[config.mk]
export PLATFORM = sky130hd
export DESIGN_NAME = ts_header_check
export DESIGN_NICKNAME = d
export VERILOG_FILES = /design/src/rtl/ts_header_check.sv
export SDC_FILE = /design/constraint.sdc
export NUM_CORES = 1
export LEC_CHECK = 0
export BUFFER_PORTS_ARGS = -buffer_cell sky130_fd_sc_hd__buf_2
export CAP_MARGIN = 15
export CORE_ASPECT_RATIO = 0.6
export CORE_MARGIN = 2
export CORE_UTILIZATION = 60
export CTS_BUF_LIST = sky130_fd_sc_hd__clkbuf_4 sky130_fd_sc_hd__clkbuf_8 sky130_fd_sc_hd__clkbuf_16
export DETAILED_ROUTE_END_ITERATION = 16
export HOLD_SLACK_MARGIN = 0.1
export PLACE_DENSITY = 0.8
export SETUP_SLACK_MARGIN = 0.4
export SLEW_MARGIN = 25
export SYNTH_ARGS = -nofsm -noshare
export SYNTH_HDL_FRONTEND = slang
export SYNTH_SLANG_ARGS = --single-unit
[constraint.sdc]
create_clock -name clk -period 7.2 [get_ports clk]
set_input_delay 0.36 -clock clk [delete_from_list [all_inputs] [get_ports clk]]
set_output_delay 0.36 -clock clk [all_outputs]
set_load 0.005 [all_outputs]
[src/rtl/ts_header_check.sv]
// ts_header_check: parses the 4-byte MPEG-TS header from a byte stream,
// tracks continuity counters per PID and keeps saturating statistics.
module ts_header_check #(
    parameter int NUM_PIDS = 8,
    parameter int CNT_W    = 16
) (
    input  logic             clk,
    input  logic             rst,
    input  logic [7:0]       byte_in,
    input  logic             byte_valid,
    input  logic             pkt_start,
    input  logic             cnt_clr,
    output logic             hdr_valid,
    output logic [12:0]      pid,
    output logic [3:0]       cc,
    output logic             tei,
    output logic             pusi,
    output logic [1:0]       afc,
    output logic             cc_error,
    output logic             sync_loss,
    output logic [CNT_W-1:0] pkt_count,
    output logic [CNT_W-1:0] cc_err_count,
    output logic [CNT_W-1:0] tei_count
);

    localparam logic [7:0]  SYNC_BYTE = 8'h47;
    localparam logic [12:0] NULL_PID  = 13'h1FFF;
    localparam logic [7:0]  LAST_IDX  = 8'd187;
    localparam int          SLOT_W    = (NUM_PIDS > 1) ? $clog2(NUM_PIDS) : 1;

    typedef enum logic [2:0] {IDLE, HDR1, HDR2, HDR3, PAYLOAD} state_t;

    state_t      state, state_nxt;
    logic [7:0]  idx, idx_nxt;

    logic        take_hdr1, take_hdr2, take_hdr3;
    logic        sync_err;

    logic        tei_q, pusi_q;
    logic [4:0]  pid_hi_q;
    logic [7:0]  pid_lo_q;
    logic [12:0] pid_cur;
    logic [3:0]  cc_cur;
    logic [1:0]  afc_cur;

    logic [NUM_PIDS-1:0] slot_vld;
    logic [12:0]         slot_pid [NUM_PIDS];
    logic [3:0]          slot_cc  [NUM_PIDS];
    logic                slot_dup [NUM_PIDS];

    logic              hit, free_found, upd, new_dup, cc_bad;
    logic [SLOT_W-1:0] hit_idx, free_idx, upd_idx;

    assign pid_cur = {pid_hi_q, pid_lo_q};
    assign cc_cur  = byte_in[3:0];
    assign afc_cur = byte_in[5:4];

    function automatic logic [CNT_W-1:0] sat_inc(input logic [CNT_W-1:0] v);
        return (&v) ? v : v + CNT_W'(1);
    endfunction

    // FSM state register and byte index within the packet
    always_ff @(posedge clk or negedge rst) begin
        if (!rst) begin
            state <= IDLE;
            idx   <= 8'd0;
        end else begin
            state <= state_nxt;
            idx   <= idx_nxt;
        end
    end

    // Next-state logic; idx == 188 in PAYLOAD means "expecting the next sync byte"
    always_comb begin
        state_nxt = state;
        idx_nxt   = idx;
        if (byte_valid) begin
            if (state == IDLE) begin
                if (pkt_start && byte_in == SYNC_BYTE) begin
                    state_nxt = HDR1;
                    idx_nxt   = 8'd1;
                end
            end else if (pkt_start && byte_in != SYNC_BYTE) begin
                state_nxt = IDLE;
                idx_nxt   = 8'd0;
            end else if (pkt_start) begin
                state_nxt = HDR1;
                idx_nxt   = 8'd1;
            end else begin
                case (state)
                    HDR1: begin
                        state_nxt = HDR2;
                        idx_nxt   = 8'd2;
                    end
                    HDR2: begin
                        state_nxt = HDR3;
                        idx_nxt   = 8'd3;
                    end
                    HDR3: begin
                        state_nxt = PAYLOAD;
                        idx_nxt   = 8'd4;
                    end
                    PAYLOAD: begin
                        if (idx > LAST_IDX) begin
                            state_nxt = IDLE;
                            idx_nxt   = 8'd0;
                        end else begin
                            idx_nxt = idx + 8'd1;
                        end
                    end
                    default: begin
                        state_nxt = IDLE;
                        idx_nxt   = 8'd0;
                    end
                endcase
            end
        end
    end

    // FSM outputs: header capture strobes and framing-violation detect.
    // In IDLE the block is hunting, so a bad sync there is silently ignored.
    always_comb begin
        take_hdr1 = byte_valid && !pkt_start && (state == HDR1);
        take_hdr2 = byte_valid && !pkt_start && (state == HDR2);
        take_hdr3 = byte_valid && !pkt_start && (state == HDR3);
        sync_err  = 1'b0;
        if (byte_valid && state != IDLE) begin
            if (pkt_start)
                sync_err = (byte_in != SYNC_BYTE) || !(state == PAYLOAD && idx > LAST_IDX);
            else
                sync_err = (state == PAYLOAD) && (idx > LAST_IDX);
        end
    end

    // Header field capture from bytes 1 and 2
    always_ff @(posedge clk) begin
        if (take_hdr1) begin
            tei_q    <= byte_in[7];
            pusi_q   <= byte_in[6];
            pid_hi_q <= byte_in[4:0];
        end
        if (take_hdr2)
            pid_lo_q <= byte_in;
    end

    // PID table lookup: matching slot and lowest free slot
    always_comb begin
        hit        = 1'b0;
        hit_idx    = '0;
        free_found = 1'b0;
        free_idx   = '0;
        for (int i = NUM_PIDS - 1; i >= 0; i--) begin
            if (slot_vld[i] && slot_pid[i] == pid_cur) begin
                hit     = 1'b1;
                hit_idx = SLOT_W'(i);
            end
            if (!slot_vld[i]) begin
                free_found = 1'b1;
                free_idx   = SLOT_W'(i);
            end
        end
    end

    // Continuity check; afc without payload must repeat cc, afc with payload
    // may advance by one or repeat once as a duplicate packet
    always_comb begin
        cc_bad  = 1'b0;
        upd     = 1'b0;
        upd_idx = '0;
        new_dup = 1'b0;
        if (pid_cur != NULL_PID && !tei_q) begin
            if (hit) begin
                upd     = 1'b1;
                upd_idx = hit_idx;
                new_dup = slot_dup[hit_idx];
                if (!afc_cur[0]) begin
                    cc_bad = (cc_cur != slot_cc[hit_idx]);
                end else if (cc_cur == slot_cc[hit_idx] + 4'd1) begin
                    new_dup = 1'b0;
                end else if (cc_cur == slot_cc[hit_idx]) begin
                    if (slot_dup[hit_idx])
                        cc_bad = 1'b1;
                    else
                        new_dup = 1'b1;
                end else begin
                    cc_bad  = 1'b1;
                    new_dup = 1'b0;
                end
            end else if (free_found) begin
                upd     = 1'b1;
                upd_idx = free_idx;
                new_dup = 1'b0;
            end
        end
    end

    // Slot valid bits; a counter clear wins over a same-edge allocation
    always_ff @(posedge clk or negedge rst) begin
        if (!rst)
            slot_vld <= '0;
        else if (cnt_clr)
            slot_vld <= '0;
        else if (take_hdr3 && upd)
            slot_vld[upd_idx] <= 1'b1;
    end

    // Slot contents, meaningful only while the slot is valid
    always_ff @(posedge clk) begin
        if (take_hdr3 && upd) begin
            slot_pid[upd_idx] <= pid_cur;
            slot_cc[upd_idx]  <= cc_cur;
            slot_dup[upd_idx] <= new_dup;
        end
    end

    // ---- stage p1: registered header outputs and pulses ----
    // Header outputs and one-cycle pulses, one cycle after the HDR3 byte
    always_ff @(posedge clk or negedge rst) begin
        if (!rst) begin
            hdr_valid <= 1'b0;
            cc_error  <= 1'b0;
            sync_loss <= 1'b0;
            pid       <= '0;
            cc        <= '0;
            tei       <= 1'b0;
            pusi      <= 1'b0;
            afc       <= '0;
        end else begin
            hdr_valid <= take_hdr3;
            cc_error  <= take_hdr3 && cc_bad;
            sync_loss <= sync_err;
            if (take_hdr3) begin
                pid  <= pid_cur;
                cc   <= cc_cur;
                tei  <= tei_q;
                pusi <= pusi_q;
                afc  <= afc_cur;
            end
        end
    end

    // ---- stage p2: statistics driven by the registered pulses ----
    // Saturating counters; clear wins over a coincident header pulse
    always_ff @(posedge clk or negedge rst) begin
        if (!rst) begin
            pkt_count    <= '0;
            cc_err_count <= '0;
            tei_count    <= '0;
        end else if (cnt_clr) begin
            pkt_count    <= '0;
            cc_err_count <= '0;
            tei_count    <= '0;
        end else begin
            if (hdr_valid)
                pkt_count <= sat_inc(pkt_count);
            if (hdr_valid && tei)
                tei_count <= sat_inc(tei_count);
            if (cc_error)
                cc_err_count <= sat_inc(cc_err_count);
        end
    end

endmodule

Word-level counts from Yosys, hierarchy flattened
Memories as Yosys holds them, arrays and structs flattened.
Index checks and enable logic that the tools add are counted.
{ "word_totals": {"mem_bits_rw": 144, "ff_bits": 106, "n_memories": 3, "output_inout_bits": 72} }
{ "classes": {"reduce_logical": 39, "eq_ne": 23, "mux": 78, "order_cmp": 3, "add_sub_neg": 5, "n_bitwise": 1} }
{ "memory_table": {"columns": ["name", "depth", "width", "rd", "rd_clocked_by_memory_dff", "write_ports", "line_no", "text"], "rows": [
  ["slot_pid", 8, 13, 8, 0, 1, "47", "logic [12:0] slot_pid [NUM_PIDS];"],
  ["slot_cc", 8, 4, 1, 0, 1, "48", "logic [3:0] slot_cc [NUM_PIDS];"],
  ["slot_dup", 8, 1, 1, 0, 1, "49", "logic slot_dup [NUM_PIDS];"]
]} }
{ "ops": {"columns": ["op", "n"], "rows": [
  ["two-way mux 16 bit", 9],
  ["equality test 13 bit", 8],
  ["two-way mux 3 bit", 24],
  ["two-way mux 8 bit", 7],
  ["adder 16 x 1 -> 16 bit, second input constant", 3],
  ["AND reduction 16 bit", 3],
  ["two-way mux 1 bit", 35],
  ["case mux 8 bit (4 select lines)", 1],
  ["logical AND 1 bit", 21],
  ["inequality test 13 bit, second input constant", 1],
  ["case mux 3 bit (4 select lines)", 1],
  ["adder 8 x 1 -> 8 bit, second input constant", 1],
  ["equality test 4 bit", 2],
  ["equality test 8 x 7 -> 1 bit, second input constant", 1],
  ["> comparator 8 bit, second input constant", 1],
  ["inequality test 8 x 7 -> 1 bit, second input constant", 1],
  ["OR 8 bit", 1],
  ["AND reduction 2 bit", 4],
  ["nonzero test 2 bit", 4],
  ["equality test 3 x 2 -> 1 bit, second input constant", 2],
  ["inequality test 2 bit, second input constant", 3],
  ["inequality test 5 bit, second input constant", 1],
  ["adder 4 x 1 -> 4 bit, second input constant", 1],
  ["< comparator 3 x 4 -> 1 bit, second input constant", 1],
  ["other kinds (11)", 13]
]} }

Depth between registers and ports, before layout
Gate-level depths: netlist (run 1).
{ "depth": {"depth_word": 19, "mapped_depth": 16, "mapped_depth_nobuf": 13} }

Worst setup path after synthesis (run 1)
Ideal clock, no wire load.
{ "synth_timing": {"kind": "reg-to-reg", "from": "register pid_lo_q[1]", "to": "memory slot_cc[7][0], enable pin", "n_path_buf": 3, "setup_slack_ps": 3573, "path_stages_with_launch": 13, "synth_period_minus_slack_ps": 3627, "setup_time_ps": 394, "arrival_ps": 3233, "cell_sequence": "edfxtp_1 > buf_4 > xnor2_1 > nand4_1 > or4_1 > buf_6 > and2_0 > buf_2 > nand2_2 > nand2_4 > a21boi_0 > nand2_1 > nor2_1"} }
{ "synth_via": {"elab_chain_len": 15} }
{ "synth_lines": {"columns": ["element", "line_no", "text"], "rows": [
  ["start, declared", "41", "logic [7:0] pid_lo_q;"],
  ["start signal, assigned", "143", "pid_lo_q <= byte_in;"],
  ["equality test 13 bit", "153", "if (slot_vld[i] && slot_pid[i] == pid_cur) begin"],
  ["logical AND 1 bit", "153", null],
  ["two-way mux 1 bit (8 in a row)", "153", null],
  ["two-way mux 1 bit", "172", "if (hit) begin"],
  ["two-way mux 1 bit", "171", "if (pid_cur != NULL_PID && !tei_q) begin"],
  ["logical AND 1 bit", "209", "if (take_hdr3 && upd) begin"],
  ["two-way mux 1 bit", "209", null],
  ["two-way mux 1 bit (implied by the code)", "211", "slot_cc[upd_idx] <= cc_cur;"],
  ["end, declared", "48", null]
]} }
Parallel ways exist; a longest one is shown, timed or not.

Worst setup path in the final report (run 1)
{ "layout_timing": {"from": "register state[1]", "to": "memory slot_pid[7][8], enable pin"} }
{ "layout_via": {"elab_chain_len": 5} }
{ "layout_lines": {"columns": ["element", "line_no", "text"], "rows": [
  ["start, declared", "33", "state_t state, state_nxt;"],
  ["start signal, assigned", "68", "state <= state_nxt;"],
  ["equality test 3 x 2 -> 1 bit", "125", "take_hdr3 = byte_valid && !pkt_start && (state == HDR3);"],
  ["logical AND 1 bit", "125", null],
  ["logical AND 1 bit", "209", null],
  ["two-way mux 1 bit", "209", null],
  ["two-way mux 1 bit (implied by the code)", "210", "slot_pid[upd_idx] <= pid_cur;"],
  ["end, declared", "47", null]
]} }
Every way passes these cells.

==> results of run 1 <==
==> Yosys cell counts, drive strengths merged (2+ instances only) <==
master | count | area share, %
nor4 | 17 | 1.1
xor2 | 35 | 2.7
o22ai | 2 | 0.11
o211ai | 2 | 0.18
o21a | 3 | 0.20
xnor2 | 117 | 9.4
a41o | 2 | 0.18
a31oi | 4 | 0.27
and3 | 10 | 0.55
buf | 19 | 1.6
nor2b | 3 | 0.16
nor2 | 80 | 2.6
mux2 | 3 | 0.33
nand3 | 31 | 1.4
nor3 | 13 | 0.61
a2111oi | 2 | 0.21
ha | 5 | 0.55
edfxtp | 159 | 42
dfrtp | 91 | 20
and4 | 3 | 0.23
a211oi | 2 | 0.18
clkbuf | 15 | 0.49
or4 | 8 | 0.56
a21boi | 2 | 0.13
nand2b | 4 | 0.22
nor3b | 3 | 0.20
a21oi | 13 | 0.57
mux2i | 22 | 2.0
o21ai | 19 | 0.83
or3 | 13 | 0.72
and2 | 3 | 0.16
nand4 | 58 | 3.2
inv | 13 | 0.43
o21ba | 7 | 0.61
nand2 | 123 | 4.3
==> critical path, stage by stage, from the launching register on <==
cell	delay, ps
sky130_fd_sc_hd__dfrtp_1	490
sky130_fd_sc_hd__inv_1	160
sky130_fd_sc_hd__nor2_1	200
sky130_fd_sc_hd__nand3_1	730
sky130_fd_sc_hd__inv_1	970
sky130_fd_sc_hd__nand2_1	230
sky130_fd_sc_hd__a2111oi_0	720
sky130_fd_sc_hd__nand2_1	110
sky130_fd_sc_hd__nor2_1	510
sky130_fd_sc_hd__buf_4	340
==> final timing paths <==
path                            slack, ps              to        from
max in group asynchronous            5740          pid[8]         rst
min in group asynchronous             350        state[1]         rst
worst min register to register        450            pusi      pusi_q
worst max-delay path                 2400  slot_pid[7][8]    state[1]
worst min-delay path                  150        state[1]  byte_valid
worst max register to register       2400  slot_pid[7][8]    state[1]
==> power breakdown <==
part	internal [mW]	switching, mW	total (mW)
Clock	0.659	0.514	1.17
Sequential	1.62	0.100	1.72
Combinational	0.140	0.194	0.334
Total	2.42	0.808	3.23
==> layout by cell type (no fill, tap or decap), types with 7 or more instances in the layout <==
cell type                   synthesis  routed
sky130_fd_sc_hd__o21ba_2            7       7
sky130_fd_sc_hd__nor4_1            15      14
sky130_fd_sc_hd__nand2_1          119     119
sky130_fd_sc_hd__xnor2_1          111     111
sky130_fd_sc_hd__o21ai_0           17      17
sky130_fd_sc_hd__clkinv_2           0       7
sky130_fd_sc_hd__buf_2              3      83
sky130_fd_sc_hd__mux2i_1           21      21
sky130_fd_sc_hd__nor3_1            12      12
sky130_fd_sc_hd__nand3_1           31      31
sky130_fd_sc_hd__and3_1            10      10
sky130_fd_sc_hd__or4_1              7       7
sky130_fd_sc_hd__dfrtp_1           91      91
sky130_fd_sc_hd__nand4_1           58      58
sky130_fd_sc_hd__or3_1             12      12
sky130_fd_sc_hd__xor2_1            35      35
sky130_fd_sc_hd__a21oi_1           13      13
sky130_fd_sc_hd__edfxtp_1         159     159
sky130_fd_sc_hd__buf_4              2      14
sky130_fd_sc_hd__clkbuf_16          0      23
sky130_fd_sc_hd__inv_1             13      13
sky130_fd_sc_hd__nor2_1            80      80
==> flip-flops by register name (all words and copies together) (netlist names), 5 cells and up <==
name,flops
slot_cc,32
slot_pid,104
tei_count,16
idx,8
slot_vld,8
pid_hi_q,5
pid_lo_q,8
pid,13
cc_err_count,16
slot_dup,8
pkt_count,16
==> routing by layer <==
metal | global-route usage [%] | wire (um)
met1 | 42.2 | 12700
met2 | 35.4 | 10500
met3 | 5.39 | 2180
met4 | 5.22 | 415
met5 | 0 | 0
==> through the flow <==
step | hold WS, ps | worst slack (ps)
5_1_grt | 125 | 2000
6_report | 145 | 2400
3_3_place_gp | 307 | 2540
4_1_cts | 125 | 2490
3_5_place_dp | 312 | 2510
2_1_floorplan | 64.4 | 3570
==> kinds of logic (layout without fill, tap and decap cells) <==
| kind of cell | Yosys count | after routing | share of synthesized area [%] |
|---|---|---|---|
| AO/OA/AOI/OAI | 69 | 69 | 4.34 |
| XOR/XNOR | 153 | 153 | 12.3 |
| adder cells (fa/ha/maj) | 5 | 5 | 0.549 |
| buffers and inverters | 47 | 156 | 2.50 |
| flip-flops | 250 | 250 | 61.9 |
| multiplexers | 25 | 25 | 2.37 |
| AND/OR/NAND/NOR | 370 | 370 | 16.1 |
==> what timing repair did <==
item,4_1_cts,5_1_grt
hold buffers,4,0
setup buffers,0,0
endpoints found under the hold margin,35,0
==> final cells by class <==
type	instances	area share, %
multi-input cells	622	31.9
clock inverters	9	0.432
well taps	240	2.35
inverters	13	0.383
repair buffers	101	4.39
clock buffers	33	5.30
flip-flops and latches	250	55.3
==> impl.org, run 1 <==
** Layout
- Register cell area after layout :: 0.00705 sq mm
- Area growth from synthesis to layout :: 11.9%
- After filler insertion, the fill cell instance count of the layout stands at 1290.
- The multi-input combinational cells in the finished layout cover a total of slightly above 0.004 sq mm.
- Finished Core Util :: roughly 70%
- The final layout contains about 1000 nets.
- In the final layout, the share of cells above drive strength 1 is between 10% and 20%.
- Final Instance Count excl. Fillers :: ~1300
- 0 antenna diodes ended up in the layout.
- Once layout is done, the placed cells without fillers occupy 0.0128 sq mm.

** STA
- Count of endpoints failing setup in the final report :: 0
- Clock skew on the completed layout was measured at roughly 19 ps.
- Based on the critical path, the design can be clocked at up to roughly 210 MHz.
- The final number of max-transition violations is 0.
- The routed design could run at a clock period as short as slightly below 5000 ps.
- Setup repair after global routing missed its margin :: no
- Fraction of the cycle the final worst path needs :: about two thirds
- The worst pin sits at a relative slew slack of 32.7%.
- The number of endpoints with negative hold slack in the final report was 0.
- At the pin with the least slew margin, the transition time is slightly above 1000 ps.
- In the final timing run, aggregate negative setup slack is 0 ps.

** CTS
- Count of clock tree sinks :: 250
- No sink is reached through more buffers than the 3 on the longest clock path.
- CTS tree :: done
- Gates resized during post-CTS repair numbered 0.
- H-tree depth reported by CTS :: 1
- The number of clock buffers added by TritonCTS is 23.
- Buffer type at the clock tree root :: sky130_fd_sc_hd__clkbuf_16
- Clock slew seen by the registers of the worst setup and hold paths :: 70 ps
- Clk Latency, worst-skew pair :: 510 ps

** Detailed routing
- After detailed routing, the total wire length is between 20 and 30 mm.
- First-pass detailed-route iteration total :: 5
- Post-DR vias/cell :: ~6.0
- After the first detailed-routing iteration, the DRC count stood at 714.
- For this run, design rule violations remaining after detail routing come to 0.
- Final ANT Viol Nets :: 0
- Drt wl/cell :: a little over 20 um
- Across all layers, the routed design uses between 7000 and 8000 vias.

** Critical path
- Measured in cells, the most critical reg-to-reg path has a length of 9.
- Worst Setup Start Kind :: flip-flop
- Data on the critical path is required at its endpoint by 7390 ps.
- Arrival time reported for the critical path endpoint :: ~5000 ps
- The worst setup path is of the reg2reg kind.
- In this run the worst path has a maximum fanout of 23.
- Kind of end point of the critical path :: flip-flop

** Synth
- After synthesis, the share of flip-flops with an asynchronous set or reset is between 30% and 40%.
- Synthesis inferred between 200 and 300 register bits.
- Count of unique library cells instantiated by Yosys :: 67
- Sequential elements use between 60 and 70% of the synthesized area.
- Post-synth EDFFs :: between 150 and 200
- For this run, the number of Yosys warnings is 0.
- Average footprint of a synthesized cell :: about 12 sq um
- Cells after Synth :: between 900 and 1000
- Synthesis produced a netlist with a net count of 937.
- After synthesis the cells add up to approximately 0.011 sq mm.
- In the synthesized netlist the dominant register cell turns out to be sky130_fd_sc_hd__edfxtp_1.

** Floorplanning
- Row count :: 38
- Standard cell core area :: around 0.018 sq mm
- The die is around 110 um tall.
- Floorplan die area :: between 0.02 and 0.025 sq mm
- Total I/O pin count :: 85
- The die is between 150 and 200 um wide.
- Initial Util :: around 62%

** Global route
- Summed over all layers, the global routing overflow is 0.
- Global-route wire length before repair :: ~40 mm
- Entering global routing, the biggest net connects 63 pins.
- The via count of the first global-routing pass came to slightly above 7000.
- Antenna violations before repair :: 0
- In the global route stage, overall resource usage came out at between 20% and 30%.

** Power and ir drop
- For this design the ratio of total power to cell area is approximately 250 mW/mm^2.
- The worst-case IR drop observed on VDD is about 0.20 mV.
- The analysis attributes to cell leakage a power of between 4 and 5 nW.
- Power, Total :: between 3 and 4 mW

** Flow run
- Number of max-capacitance violations reported :: 0

** Placement
- After detailed placement, the total cell area comes to around 0.012 sq mm.
- The wire-length estimate of the detail-placed layout is 17.5 mm.
- The congestion estimate from routability-driven global placement came to between 0.8 and 0.9.
- In this run, placement finished with an instance count of around 1200.
- Port Buffer Count :: 84

** Worst hold path
- The worst hold path was traced through 2 stages.
- The min-delay analysis places its worst path in the category in2reg.

** Status
- The run finished with clean final reports.
Power figures use the tool's default switching activity.
==> inputs of run 2 (changes only) <==
--- a/config.mk
+++ b/config.mk
@@ -5,15 +5,16 @@
 export SDC_FILE = /design/constraint.sdc
 export NUM_CORES = 1
 export LEC_CHECK = 0
+export ABC_AREA = 1
 export BUFFER_PORTS_ARGS = -buffer_cell sky130_fd_sc_hd__buf_2
 export CAP_MARGIN = 15
 export CORE_ASPECT_RATIO = 0.6
 export CORE_MARGIN = 2
-export CORE_UTILIZATION = 60
+export CORE_UTILIZATION = 55
 export CTS_BUF_LIST = sky130_fd_sc_hd__clkbuf_4 sky130_fd_sc_hd__clkbuf_8 sky130_fd_sc_hd__clkbuf_16
 export DETAILED_ROUTE_END_ITERATION = 16
 export HOLD_SLACK_MARGIN = 0.1
-export PLACE_DENSITY = 0.8
+export PLACE_DENSITY = 0.76
 export SETUP_SLACK_MARGIN = 0.4
 export SLEW_MARGIN = 25
 export SYNTH_ARGS = -nofsm -noshare
==> constraint.sdc (replaced) <==
create_clock -name clk -period 4.4 [get_ports clk]
set_input_delay 0.22 -clock clk [delete_from_list [all_inputs] [get_ports clk]]
set_output_delay 0.22 -clock clk [all_outputs]
set_load 0.005 [all_outputs]
==> run 2 against run 1 <==
  * Clock skew down 1.6 ps
  * Critical path type unchanged
  * Largest cell class unchanged
  * Register-to-register slack worse by 1700 ps
  * Sequential power increased by 59%
  * Global-route usage rose by 3.6 points
  * Combinational power is 100% higher
==> impl.org, run 2 <==
** Detailed routing
- The remaining design rule violation count was 0 (unchanged).
- Final ANT Viol Nets :: 0 (unchanged)
- Routed Wire Length :: 35.8 mm (+39%)
- Post-DR vias/cell :: 5.65 (-5.2%)
- The detailed-routing iteration count for the pre-antenna-repair pass is 5 (unchanged).
- The routed length per instance came to 19.2 um (-5.5%).
- The total vias in the final route was 10526 (+39%).
- The iteration-0 DRC count of the detailed router came to 1143 (+60%).

** Floorplanning
- The area of the die was 0.0244 sq mm (+21%).
- Total I/O pin count :: 85 (unchanged)
- The standard cell core area is 0.0229 sq mm (+25%).
- The initial cell density of the core came to 55.6% (-6.5 points).
- The die width is 200 um (+10%).
- Row count :: 43 (+13%)
- The height of the chip came to 122 um (+10%).

** Placement
- Total cell area at the placement stage :: 0.0135 sq mm (+13%)
- The weighted congestion reported at the end of routability-driven placement came to 1.05 (+17%).
- Placed wire-length estimate :: 25.4 mm (+45%)
- The number of cells after detailed placement was 1798 (+47%).
- Port Buffer Count :: 84 (unchanged)

** Synth
- The area share of the leading cell type in the synthesized netlist was 37.5% (-4.4 points).
- Among all flip-flop cells after synthesis, the most frequent one is sky130_fd_sc_hd__edfxtp_1.
- Synth area leader :: sky130_fd_sc_hd__edfxtp_1
- Cells after Synth :: 1409 (+53%)
- Cell Area, Synth :: 0.0127 sq mm (+12%)
- The net count after synthesis was 1427 (+52%).
- Post-synth EDFFs :: 159 (unchanged)
- After synthesis, the most frequently instantiated cells are sky130_fd_sc_hd__nand2_1 (310), sky130_fd_sc_hd__inv_1 (187), sky130_fd_sc_hd__edfxtp_1 (159).
- The average cell area after synthesis was 9.04 sq um (-27%).
- The number of distinct library cell variants in the gate-level netlist after synthesis came to 61 (-9.0%).
- Leading post-synthesis cells by cell area :: sky130_fd_sc_hd__edfxtp_1 (37%), sky130_fd_sc_hd__dfrtp_1 (18%), sky130_fd_sc_hd__nand2_1 (9.1%), sky130_fd_sc_hd__inv_1 (5.5%), sky130_fd_sc_hd__nor2_1 (4.3%)
- Register area share after synthesis :: 55.4% (-6.5 points)
- Most frequent cell after synthesis :: sky130_fd_sc_hd__nand2_1
- The fraction of registers with async set/reset is 36.4% (unchanged).
- The flip-flop and latch count after synthesis came to 250 (unchanged).
- The count of synthesis-stage warnings from yosys came to 0 (unchanged).

** Power and ir drop
- P_int :: 4.08 mW (+69%)
- The total power of the final layout was 5.50 mW (+71%).
- The combinational cell fraction of total power was 12.2% (+1.9 points).
- Proportion of power drawn by flip-flops and latches :: 49.6% (-3.7 points)
- The switching part of the total is 25.8% (+0.75 points).
- Power per Cell Area :: 380 mW/mm^2 (+50%)
- The switching power came to 1.42 mW (+76%).
- VDD IR-drop max :: 0.327 mV (+62%)
- The leakage power summed over all cells came to 6.44 nW (+31%).
- Clock share of power :: 38.2% (+1.8 points)

** CTS
- The buffer depth of the longest clock path is 3 (unchanged).
- Clock slew seen by the registers of the worst setup and hold paths :: 70 ps (about the same)
- Count of clock tree sinks :: 250 (unchanged)
- The maximum level of the CTS H-tree is 1 (unchanged).
- The clock latency of the later-clocked register in the worst-skew pair is 540 ps (+30 ps).
- CTS placed an instance of sky130_fd_sc_hd__clkbuf_16 at the clock tree root.
- TritonCTS built the clock tree.
- The number of buffers added by the clock tree synthesis step came to 24 (+4.3%).

** Layout
- The net total in the final layout was 1547 (+50%).
- The multi-input combinational cell area came to 0.00468 sq mm (+15%).
- The layout filler cell count came to 1882 (+46%).
- The final design area excluding fillers was 0.0145 sq mm (+14%).
- The top cell types in the final layout, fill and taps aside, are sky130_fd_sc_hd__nand2_1 (309), sky130_fd_sc_hd__inv_1 (187), sky130_fd_sc_hd__edfxtp_1 (159).
- Final Instance Count excl. Fillers :: 1862 (+47%)
- Share of post-route cells with drive strength above 1 :: 16.1% (-0.54 points)
- Antenna cells :: 0 (unchanged)
- Register cell area after layout :: 0.00705 sq mm (unchanged)
- Most flops, register :: slot_pid
- Area growth from synthesis to layout :: 13.7%
- Leaving out fill and tap cells, the most frequent cell in the layout is sky130_fd_sc_hd__nand2_1.
- Number of flip-flops under the largest register name :: 104 (unchanged)
- Largest registers :: slot_pid x104, slot_cc x32

** Critical path
- The largest stage delay on the critical path came to 480 ps (-490 ps).
- Kind of end point of the critical path :: flip-flop
- Dominant delay contributor by cell family on the critical path :: simple AND/OR/NAND/NOR gates
- The cell that appears most often on the critical path is sky130_fd_sc_hd__nand2_1.
- The number of buffers and inverters on the critical path was 4 (+1).
- Worst Setup Start Kind :: flip-flop
- The count of cells along the worst register-to-register path was 19 (+10).
- The slowest stage of the critical path is the sky130_fd_sc_hd__edfxtp_1 cell.
- End of the worst register-to-register path :: slot_pid[7][10]
- The startpoint identified for the worst register-to-register timing path is pid_lo_q[6].
- Critical path type :: reg2reg
- CP Cell Sequence :: inv_4 > or2_1 > nand2_1 > nor2_1 > nand2_1 > nor3b_1 > nand4_2 > nand2_4 > nor2_4 > nand2_2 > inv_2 > nor2_4 > nand2_2 > o31ai_2 > nand4_2 > nor2_2 > nand2_1 > inv_1 > buf_12
- Register-to-register path setup slack :: 680 ps (-1710 ps)
- The critical path data required time is 4640 ps (-2750 ps).
- Arrival time reported for the critical path endpoint :: 3950 ps (-1050 ps)
- Critical path peak fanout :: 13 (-43%)

** STA
- Setup TNS :: 0 ps (unchanged)
- The number of endpoints with negative hold slack in the final report came to 0 (unchanged).
- The total of endpoints with negative setup slack in the final report is 0 (unchanged).
- Setup repair after global routing missed its margin :: no
- The final critical delay including setup and external delays is 3720 ps (-1090 ps).
- The final number of max-transition violations came to 0 (unchanged).
- The worst relative slew slack was 29.2% (-3.5 points).
- Fin Clk Skew :: 17.3 ps (-1.64 ps)
- The transition time at the pin with the least slew margin was 1060 ps (+48.6 ps).
- Highest achievable clock rate :: 269 MHz (+29%)
- Fraction of the cycle the final worst path needs :: 84.5% (+18 points)

** Global route
- The largest net degree at the start of global routing is 64 (+1.6%).
- Antenna violations before repair :: 0 (unchanged)
- The final global-route overflow total was 0 (unchanged).
- The total track usage is 29.4% (+3.6 points).
- Vias in the first global route :: 9338 (+30%)
- Global-route wire length before repair :: 54.7 mm (+35%)

** Worst hold path
- The hold path depth came to 4 (+2).
- For hold timing, the worst endpoint is state[0].
- Min-delay src :: pkt_start
- The path class of the tightest hold or removal check is in2reg.

** Flow run
- The number of max-cap violations was 0 (unchanged).

** Status
- Run status :: finished, final reports clean
-- run 2: worst max-delay path by stage --
stage,start,end,slack [ps],depth (start not counted)
final,pid_lo_q[6],slot_pid[7][10],680,19
after CTS,pid_lo_q[7],cc_error,430,26
after global placement,pid_lo_q[7],cc_error,440,26
after detailed placement,pid_lo_q[7],cc_error,480,24
after floorplan,pid_lo_q[0],slot_cc[4][0],1390,19
after global routing,pid_lo_q[5],cc_error,420,19
-- run 2: kinds of logic after synthesis --
family                   after synthesis  share of synthesized area, %
buffers and inverters                238                          8.01
AND/OR/NAND/NOR                      733                          27.1
flip-flops                           250                          55.4
adder cells (fa/ha/maj)                5                         0.491
AO/OA/AOI/OAI                        151                          6.89
XOR/XNOR                              32                          2.20
-- run 2: layout make-up --
type                       count  area share, %
clock inverter                12          0.872
multi-input combinational    921           32.3
sequential                   250           48.7
inverter                     206           5.37
timing repair buffer         126           5.36
clock buffer                  32           4.69
tap                          315           2.72
-- run 2: power groups by stage --
stage / clock network (mW) / registers [mW] / logic (mW)
after floorplan: 0 / 2.77 / 0.352
after detailed placement: 0 / 2.78 / 0.634
after CTS: 2.13 / 2.74 / 0.644
final: 2.10 / 2.73 / 0.671
after global placement: 0 / 2.78 / 0.629
after global routing: 2.24 / 2.74 / 0.747
-- run 2: metal layers --
layer  vias to the layer above  part of all wire [%]  track usage, %
met4                         0                   1.9            6.71
met1                      4907                    48            47.4
met3                        54                    12            8.64
met5                         -                     0               0
li1                       4949                     -               -
met2                       616                    38            37.9
-- run 2: timing repair --
action / in CTS / in global routing
setup endpoints to repair: 0 / 154
buffers inserted: 0 / 11
gates resized for setup: 0 / 4
hold buffers: 9 / 0
hold endpoints to repair: 93 / 0
-- run 2: worst reg2reg max path: cells and delay by family (launching register included) --
kind	cells	cell delay [ps]
flip-flops	1	480
buffers and inverters	4	700
AND/OR/NAND/NOR	14	2130
AO/OA/AOI/OAI	1	100
-- run 2: through the flow --
stage               hold slack (ps)  setup WS [ps]  utilization (%)
floorplan                     -75.6           1390                -
global route                    104            420             63.2
global placement                368            445             58.9
CTS                             102            435             62.8
detailed placement              368            479             58.9
finish                          118            683             63.2
==> inputs of run 3 (changes only) <==
--- a/config.mk
+++ b/config.mk
@@ -5,12 +5,12 @@
 export SDC_FILE = /design/constraint.sdc
 export NUM_CORES = 1
 export LEC_CHECK = 0
-export ABC_AREA = 1
+export ABC_AREA = 0
 export BUFFER_PORTS_ARGS = -buffer_cell sky130_fd_sc_hd__buf_2
 export CAP_MARGIN = 15
 export CORE_ASPECT_RATIO = 0.6
 export CORE_MARGIN = 2
-export CORE_UTILIZATION = 55
+export CORE_UTILIZATION = 54
 export CTS_BUF_LIST = sky130_fd_sc_hd__clkbuf_4 sky130_fd_sc_hd__clkbuf_8 sky130_fd_sc_hd__clkbuf_16
 export DETAILED_ROUTE_END_ITERATION = 16
 export HOLD_SLACK_MARGIN = 0.1
==> constraint.sdc (replaced) <==
create_clock -name clk -period 3.3 [get_ports clk]
set_input_delay 0.165 -clock clk [delete_from_list [all_inputs] [get_ports clk]]
set_output_delay 0.165 -clock clk [all_outputs]
set_load 0.005 [all_outputs]
==> run 3 against run 2 <==
  * The run now ends with negative setup slack left
  * Via count decreased by 18%
  * Maximum frequency decreased by 1.9%
  * Global-route usage decreased by 1.4 points
  * Sequential cell count unchanged
  * Clock skew decreased by 3.2 ps
  * Routed wire length decreased by 10%
  * Sequential power increased by 35%
  * Setup slack got worse by 1200 ps
  * Critical path depth decreased by 4
  * Non-clock buffer count increased by 136
  * Final cell count decreased by 21%
==> impl.org, run 3 (synthesized netlist as in run 1, its figures left out) <==
** Detailed routing
- The iteration-0 DRC count of the detailed router was 987 (-14%).
- The number of nets with antenna violations after detailed routing was 0 (unchanged).
- Routed Wire Length :: 32.1 mm (-10%)
- The remaining design rule violation count came to 0 (unchanged).
- Drt wl/cell :: 21.8 um (+13%)
- The via-per-instance ratio is 5.85 (+3.5%).
- The detailed-routing iteration count for the pre-antenna-repair pass was 5 (unchanged).
- The total vias in the final route was 8600 (-18%).

** STA
- Setup repair after global routing could not meet its margin everywhere.
- The setup slack after layout was -488 ps (-1170 ps).
- The clock skew is 14.1 ps (-3.21 ps).
- The period utilization was 115% (+30 points).
- Highest achievable clock rate :: 264 MHz (-1.9%)
- Count of endpoints failing setup in the final report :: 161 (+161)
- Final count of pins violating max slew :: 0 (unchanged)
- Crit path time final :: 3790 ps (+70.9 ps)
- The transition time at the pin with the least slew margin is 1040 ps (-14.2 ps).
- The number of endpoints with negative hold slack in the final report was 0 (unchanged).
- Worst rel slew slack :: 30.4% (+1.2 points)

** Layout
- Largest registers :: slot_pid x104, slot_cc x32
- Area growth from synthesis to layout :: 31.8%
- Most common library cell in the layout ignoring fill and taps :: sky130_fd_sc_hd__edfxtp_1
- The fraction of final layout cells with drive strength greater than 1 is 32.8% (+17 points).
- The final core utilization is 71.9% (+8.7 points).
- Antenna cells :: 0 (unchanged)
- Commonest cells after routing, fill and taps aside :: sky130_fd_sc_hd__edfxtp_1 (159), sky130_fd_sc_hd__buf_4 (129), sky130_fd_sc_hd__nand2_1 (118)
- The net total in the final layout came to 1191 (-23%).
- slot_pid holds more flip-flops than any other register.
- The number of flip-flops in the largest register is 104 (unchanged).
- The final instance count without filler cells is 1470 (-21%).

** Floorplanning
- The initial cell density of the core came to 54.6% (-1.0 points).
- The number of placed I/O pins is 85 (unchanged).
- The number of rows created at floorplan was 41 (-4.7%).
- Chip height :: 117 um (-4.4%)
- Floorplan die area :: 0.0223 sq mm (-8.7%)
- Chip Width :: 192 um (-4.5%)
- The standard cell core area came to 0.0209 sq mm (-8.9%).

** Critical path
- Critical-path top delay cell :: sky130_fd_sc_hd__edfxtp_1
- STA classifies the critical path startpoint as a flip-flop.
- Critical register-to-register path startpoint :: pid_hi_q[0]
- The largest stage delay on the critical path came to 420 ps (-60 ps).
- Required time of the critical path :: 3700 ps (-940 ps)
- The critical path in this run is classified as reg2reg.
- CP Cell Sequence :: buf_12 > xnor2_1 > nand4_1 > nor4_4 > nor4_2 > nor3_2 > buf_6 > mux2i_1 > mux2i_1 > mux2_4 > ha_4 > xnor2_1 > and2_1 > o2111a_1 > a2111oi_2
- Arrival time reported for the critical path endpoint :: 4190 ps (+240 ps)
- STA classifies the critical path endpoint as a flip-flop.
- Critical path peak fanout :: 15 (+2)
- Crit. Startpoint :: pid_hi_q[0]
- The number of buffers and inverters on the critical path was 2 (-2).
- Dominant delay contributor by cell family on the critical path :: simple AND/OR/NAND/NOR gates

** CTS
- The number of sinks handled by clock tree synthesis is 250 (unchanged).
- CTS tree :: done
- The number of buffers added by the clock tree synthesis step is 24 (unchanged).
- H-tree depth reported by CTS :: 1 (unchanged)
- The post-CTS clock slew at the launch and capture registers of the worst setup and hold paths was 60 ps (about the same).
- Buffer type at the clock tree root :: sky130_fd_sc_hd__clkbuf_16
- Clk Latency, worst-skew pair :: 520 ps (-20 ps)
- The buffer depth of the longest clock path came to 3 (unchanged).

** Power and ir drop
- Leakage :: 6.10 nW (-5.2%)
- The worst vdd rail ir drop is 0.418 mV (+28%).
- Power per Cell Area :: 497 mW/mm^2 (+31%)

** Global route
- Pin count of the biggest net entering global routing :: 82 (+28%)
- GRT Residual Overflow :: 0 (unchanged)
- Antenna violations before repair :: 1 (+1)
- All-Layer GR Usage :: 28.0% (-1.4 points)
- The via count of the first global-routing pass came to 7842 (-16%).
- Global-route wire length before repair :: 46.5 mm (-15%)

** Placement
- The final HPWL from detailed placement is 21.3 mm (-16%).
- The number of cells after detailed placement is 1380 (-23%).
- The weighted congestion reported at the end of routability-driven placement was 0.904 (-14%).
- The number of I/O port buffers was 84 (unchanged).

** Worst hold path
- In this run the most critical hold path is launched from byte_in[3].
- Worst min-delay path category :: in2reg

** Flow run
- The number of max-cap violations came to 0 (unchanged).

** Status
- Violated checks :: negative setup slack
- The run finished, with violations left.
-- run 3: cell count changes in the layout (fill, tap and decap cells not counted), moves of 17 or more --
| cell | before | now |
|---|---|---|
| sky130_fd_sc_hd__a21oi_1 | 38 | 11 |
| sky130_fd_sc_hd__buf_4 | 32 | 129 |
| sky130_fd_sc_hd__inv_1 | 187 | 13 |
| sky130_fd_sc_hd__inv_2 | 17 | 0 |
| sky130_fd_sc_hd__mux2i_1 | 0 | 19 |
| sky130_fd_sc_hd__nand2_1 | 309 | 118 |
| sky130_fd_sc_hd__nand3_1 | 88 | 31 |
| sky130_fd_sc_hd__nor2_1 | 145 | 76 |
| sky130_fd_sc_hd__nor3_1 | 42 | 11 |
| sky130_fd_sc_hd__o21ai_0 | 72 | 16 |
| sky130_fd_sc_hd__xnor2_1 | 10 | 75 |
| sky130_fd_sc_hd__xnor2_2 | 0 | 34 |
-- run 3: cell type report --
type / count / area (sq um)
Sequential cell: 250 / 7050
Fill cell: 1364 / 5870
Multi-Input combinational cell: 622 / 4640
Timing Repair Buffer: 262 / 2140
Clock buffer: 33 / 704
Tap cell: 279 / 349
Clock inverter: 11 / 78.8
Inverter: 13 / 48.8
-- run 3: routing by layer --
metal | up-vias | wire length, um | share of wire, % | GRT usage, %
li1 | 3807 | - | - | -
met1 | 4284 | 14600 | 46 | 43.7
met2 | 457 | 13500 | 42 | 39.0
met3 | 48 | 3390 | 11 | 7.69
met4 | 4 | 467 | 1.5 | 5.23
met5 | - | 91 | 0.28 | 2.56
-- run 3: worst reg2reg max path: cells and delay by family, from the launching register on --
kind,cells,cell delay [ps]
flip-flops,1,420
AND/OR/NAND/NOR,5,1150
multiplexers,3,680
AO/OA/AOI/OAI,2,350
buffers and inverters,2,380
XOR/XNOR,2,440
adder cells (fa/ha/maj),1,240
-- run 3: worst paths after layout --
check / to / slack (ps) / cells after the start
min reg2reg: pusi / 460 / 2
min: state[0] / 220 / 4
min in group asynchronous: cc[0] / 240 / 2
max: cc_error / -490 / 15
max reg2reg: cc_error / -490 / 15
max in group asynchronous: slot_vld[3] / 2370 / 3
-- run 3: what timing repair did --
action / 4_1_cts / 5_1_grt
buffers inserted: 12 / 18
gates cloned: 2 / 3
pin swaps: 10 / 21
endpoints found under the setup margin: 161 / 161
endpoints found under the hold margin: 127 / 0
hold buffers: 11 / 0
gates resized for setup: 39 / 42
-- run 3: report_power, final --
group | switching, mW | internal, mW
Combinational | 0.560 | 0.452
Sequential | 0.159 | 3.53
Clock | 1.18 | 1.57
Total | 1.90 | 5.56
-- run 3: per-stage QoR --
step	worst slack (ps)	power, mW	setup TNS, ps	cell area [sq um]	hold WS [ps]
after detailed placement	-350	4.66	-23260	13300	398
after global routing	-634	7.72	-32120	15000	211
after floorplan	8.18	4.22	0	11600	-131
after global placement	-256	4.62	-12410	13300	392
after CTS	-247	7.42	-3700	14500	182
final	-488	7.46	-16100	15000	221
